### config.mk
export PLATFORM = sky130hd
export DESIGN_NAME = bp_cache_req_arbiter
export DESIGN_NICKNAME = d
export VERILOG_FILES = /design/src/rtl/bp_common_pkg.sv /design/src/rtl/bp_cache_req_rr_arb.sv /design/src/rtl/bp_cache_req_arbiter.sv
export SDC_FILE = /design/constraint.sdc
export NUM_CORES = 1
export LEC_CHECK = 0
export ABC_AREA = 0
export BUFFER_PORTS_ARGS = -buffer_cell sky130_fd_sc_hd__buf_2
export CAP_MARGIN = 20
export CORE_AREA = 4 4 162 164
export CTS_CLUSTER_DIAMETER = 30
export DETAILED_ROUTE_END_ITERATION = 12
export DIE_AREA = 0 0 166 168
export HOLD_SLACK_MARGIN = 0.02
export SLEW_MARGIN = 25
export SYNTH_ARGS = -nofsm -noshare
export SYNTH_HDL_FRONTEND = slang
export SYNTH_HIERARCHICAL = 1
export SYNTH_SLANG_ARGS = --single-unit
### constraint.sdc
create_clock -name clk_i -period 1.9 [get_ports clk_i]
set_clock_uncertainty 0.2 [all_clocks]
set_input_delay 0.095 -clock clk_i [delete_from_list [all_inputs] [get_ports clk_i]]
set_output_delay 0.095 -clock clk_i [all_outputs]
set_load 0.02 [all_outputs]
### src/rtl/bp_common_pkg.sv
// Shared types for the cache request arbiter: FSM state encoding and requester indices.
package bp_common_pkg;

  typedef enum logic [1:0] {
    e_idle    = 2'd0,
    e_wait_md = 2'd1,
    e_busy    = 2'd2
  } bp_cache_req_arb_state_e;

  localparam int unsigned num_cache_req_lp = 2;
  localparam logic        icache_idx_lp    = 1'b0;
  localparam logic        dcache_idx_lp    = 1'b1;

endpackage

### src/rtl/bp_cache_req_rr_arb.sv
// Two-input round-robin grant: a lone valid requester wins, otherwise the pointer decides.
module bp_cache_req_rr_arb
  import bp_common_pkg::*;
(
  input  logic [1:0] v_i,
  input  logic       rr_i,
  output logic       grant_o
);

  always_comb begin
    grant_o = rr_i;
    case (v_i)
      2'b01:   grant_o = icache_idx_lp;
      2'b10:   grant_o = dcache_idx_lp;
      default: grant_o = rr_i;
    endcase
  end

endmodule

### src/rtl/bp_cache_req_arbiter.sv
// Arbitrates I$ and D$ cache requests onto one LCE port; one request outstanding at a time,
// metadata and completion are steered by the registered owner.
module bp_cache_req_arbiter
  import bp_common_pkg::*;
#(
  parameter int unsigned req_width_p      = 128,
  parameter int unsigned metadata_width_p = 8
) (
  input  logic                             clk_i,
  input  logic                             reset_i,

  input  logic [1:0][req_width_p-1:0]      cache_req_i,
  input  logic [1:0]                       cache_req_v_i,
  output logic [1:0]                       cache_req_ready_o,
  input  logic [1:0][metadata_width_p-1:0] cache_req_metadata_i,
  input  logic [1:0]                       cache_req_metadata_v_i,
  output logic [1:0]                       cache_req_complete_o,

  output logic [req_width_p-1:0]           cache_req_o,
  output logic                             cache_req_v_o,
  input  logic                             cache_req_ready_i,
  output logic [metadata_width_p-1:0]      cache_req_metadata_o,
  output logic                             cache_req_metadata_v_o,
  input  logic                             cache_req_complete_i,

  output logic                             owner_o,
  output logic                             busy_o
);

  bp_cache_req_arb_state_e state_q, state_n;
  logic owner_q, owner_n;
  logic rr_q, rr_n;
  logic grant;
  logic any_v;
  logic in_idle, in_wait_md, in_flight;
  logic handshake;

  bp_cache_req_rr_arb u_rr_arb (
    .v_i     (cache_req_v_i),
    .rr_i    (rr_q),
    .grant_o (grant)
  );

  // Qualify every state decode with reset so outputs drop while reset is held.
  assign any_v      = |cache_req_v_i;
  assign in_idle    = (state_q == e_idle) & ~reset_i;
  assign in_wait_md = (state_q == e_wait_md) & ~reset_i;
  assign in_flight  = (state_q != e_idle) & ~reset_i;
  assign handshake  = cache_req_v_o & cache_req_ready_i;

  always_ff @(posedge clk_i or posedge reset_i) begin
    if (reset_i) begin
      state_q <= e_idle;
      owner_q <= 1'b0;
      rr_q    <= 1'b0;
    end else begin
      state_q <= state_n;
      owner_q <= owner_n;
      rr_q    <= rr_n;
    end
  end

  always_comb begin
    state_n = state_q;
    owner_n = owner_q;
    rr_n    = rr_q;
    case (state_q)
      e_idle: begin
        if (handshake) begin
          state_n = e_wait_md;
          owner_n = grant;
          rr_n    = ~grant;
        end
      end
      e_wait_md: begin
        // Completion wins over metadata arriving in the same cycle.
        if (cache_req_complete_i)
          state_n = e_idle;
        else if (cache_req_metadata_v_i[owner_q])
          state_n = e_busy;
      end
      e_busy: begin
        if (cache_req_complete_i)
          state_n = e_idle;
      end
      default: state_n = e_idle;
    endcase
  end

  always_comb begin
    cache_req_v_o          = in_idle & any_v;
    cache_req_o            = cache_req_i[grant];
    cache_req_ready_o      = 2'b00;
    cache_req_ready_o[grant] = in_idle & any_v & cache_req_ready_i;
    cache_req_metadata_o   = cache_req_metadata_i[owner_q];
    cache_req_metadata_v_o = in_wait_md & cache_req_metadata_v_i[owner_q];
    cache_req_complete_o   = 2'b00;
    cache_req_complete_o[owner_q] = in_flight & cache_req_complete_i;
  end

  assign busy_o  = (state_q != e_idle);
  assign owner_o = owner_q;

endmodule
==> results.md <==
- Status: finished with violations
- Failing checks: setup timing
- Num rows: 58
- EDFF count, synth: 0
- Routed vias/inst: 3.58
- Die ar.: 27900 um^2
- Mean Syn Cell Area: 12.8 um^2
- Syn nets: 460
- Hpwl dp: 13900 um
- H-Tree Depth: 1
- Biggest area consumer among synthesized cells: mux2_4
- Worst hold margin: 0.0641 ns
- Main flop type after synthesis: dfrtp_1
- RSZ-0062 raised after global routing: yes
- Max-cap violations: 0
- Power Total: 6.12 mW
- Clk pin slew, worst setup/hold paths: 0.03 ns
- Dpl cells: 940
- Tcrit/Tclk final: 108%
- First-pass GRT wire length: 24000 um
- CTS Buf Count: 3
- Drt drc: 0
- Synthesized netlist cell count: 179
- Dominant cells by area after synthesis: mux2_4 (58%), mux2_2 (26%), buf_6 (4.9%), dfrtp_1 (4.4%), o2111ai_4 (1.1%)
- Yosys top cell area share: 57.7%
- Worst path max stage delay: 0.49 ns
- Cell Pwr Density: 985 nW/um^2
- GRT overflow: 0
- Worst Tran Pin Value: 0.335 ns
- Clock Tree Buf Depth: 2
- NumNets Final: 912
- Fin cells: 960
- Worst min path class: in -> reg
- Post-synthesis sequential area ratio: 4.37%
- Port bufs: 423
- VDD IR max: 0.737 mV
- Die Span Y: 168 um
- Fin crit period: 2.06 ns
- Share of layout cells above drive strength 1: 97.0%
- Synthesis-to-layout area growth: 171%
- Setup WS post-layout: -0.156 ns
- Most frequent cell after synthesis: mux2_4
- Area occupied by multi-input gates: 2170 um^2
- DR WL/cell: 18.9 um
- Routed WL: 18200 um
- # clock sinks: 4
- Area of the mapped netlist: 2290 um^2
- Synth cell types: 19
- Top Ports: 424
- Asr flop ratio synth: 100%
- CP arrival: 1.76 ns
- CP top delay family: multiplexers
- Largest net degree at the start of global routing: 20
- Antenna viol nets, final: 0
- Critical path's slowest cell: dfrtp_2
- Buf/Inv on CP: 2
- Detailed Routing Iterations Pass 1: 4
- Gpl congestion: 0.922
- Pleak: 3.35 nW
- Commonest cells in the synthesized netlist: mux2_4 (88), mux2_2 (52), buf_6 (10)
- Final Hold Viols: 0
- Largest fanout on the critical path: 8
- Vias in the first global route: 3695
- Effective utilization at floorplan: 9.19%
- CP Data Required Time: 1.60 ns
- Crit. End Element: primary output
- Setup violations, final: 128
- Clock root buffer: clkbuf_16
- Max-slew violation count: 0
- Fill count: 2636
- CP cell instances: mux2_8 > clkbuf_16 > mux2_4 > buf_6
- Vias post-DR: 3436
- Core footprint: 24900 um^2
- Ys Warns: 6
- Global Route Usage Sum: 11.1%
- Die width: 166 um
- Fmax: 486 MHz
- FF/Latch Area: 101 um^2
- Initial antenna violation count: 2
- Slew Limit Headroom: 77.4%
- Skew-Pair Late Insertion Delay: 0.22 ns
- DR iter-0 viols: 88
- Critical path type: reg -> out
- Startpoint types: register
- FF+latch count, synth: 4
- CTS tree: built
cell families after synthesis:
family	synth area share (%)
AO/OA/AOI/OAI	1.97
multiplexers	83.3
AND/OR/NAND/NOR	2.62
buffers and inverters	7.16
flip-flops	4.37
adder cells (fa/ha/maj)	0.547
layout by cell type, fill, tap and decap left out, types with 2 or more instances in the layout:
| cell | n |
|---|---|
| buf_8 | 6 |
| buf_4 | 6 |
| nor2_1 | 3 |
| inv_1 | 3 |
| nor4b_1 | 2 |
| buf_12 | 4 |
| dfrtp_1 | 3 |
| buf_2 | 296 |
| mux2_4 | 108 |
| buf_16 | 2 |
| clkbuf_16 | 6 |
| mux2_2 | 35 |
| dlygate4sd3_1 | 2 |
| buf_6 | 140 |
worst register-to-register path: stages (launching register included):
cell,delay [ns]
dfrtp_2,0.50
mux2_4,0.34
buf_6,0.15
buf_6,0.09
inv_2,0.03
buf_4,0.11
mux2_2,0.25
worst paths after layout:
check                             endpoint              start  cells after the start  slack [ns]
setup / recovery           cache_req_o[53]               rr_q                      4       -0.16
hold / removal                  state_q[0]  cache_req_ready_i                      3        0.06
setup reg to reg                      rr_q               rr_q                      6        0.10
hold reg to reg                 state_q[1]         state_q[0]                      2        0.41
max in group asynchronous             rr_q            reset_i                      3        1.18
min in group asynchronous          owner_o            reset_i                      3        0.17
report_power, final:
group	total, mW	internal, mW	switching (mW)
Combinational	5.61	3.15	2.46
Clock	0.326	0.269	0.0569
Sequential	0.179	0.114	0.0642
sequential cells by signal, indices dropped and copies added (netlist names):
register	count
rr_q	1
state_q	2
owner_o	1
layout make-up:
type	instances	share of cell area (%)
repair buffers	459	55.1
well taps	330	6.65
clock buffers	3	1.21
inverters	5	0.363
multi-input cells	158	35.0
diodes	1	0.0403
flip-flops and latches	4	1.63
per-layer routing:
layer / routed length, um / global-route usage (%) / vias to the layer above
met5: 13 / 0 / -
met1: 6730 / 12.5 / 1607
li1: - / - / 1584
met4: 148 / 0.968 / 2
met3: 1500 / 2.89 / 14
met2: 9790 / 21.6 / 229
through the flow:
stage	worst slack [ns]	util (%)	TNS (ns)	cell area, um^2
5_1_grt	-0.182	24.9	-18.04	6210
2_1_floorplan	0.141	-	0	2290
3_3_place_gp	-0.198	19.6	-16.13	4890
3_5_place_dp	-0.208	19.6	-16.76	4890
4_1_cts	-0.188	22.9	-13.84	5700
6_report	-0.156	24.9	-14.05	6210
repair_timing:
action                                  in CTS  in global routing
endpoints found under the setup margin     122                129
buffers inserted                             4                  1
gates resized for setup                    184                131
pin swaps                                    0                  1
hold endpoints to repair                     6                  0
hold buffers                                 2                  0
gates cloned                                 4                  5
Note: power is estimated with default switching activity, not from simulation.
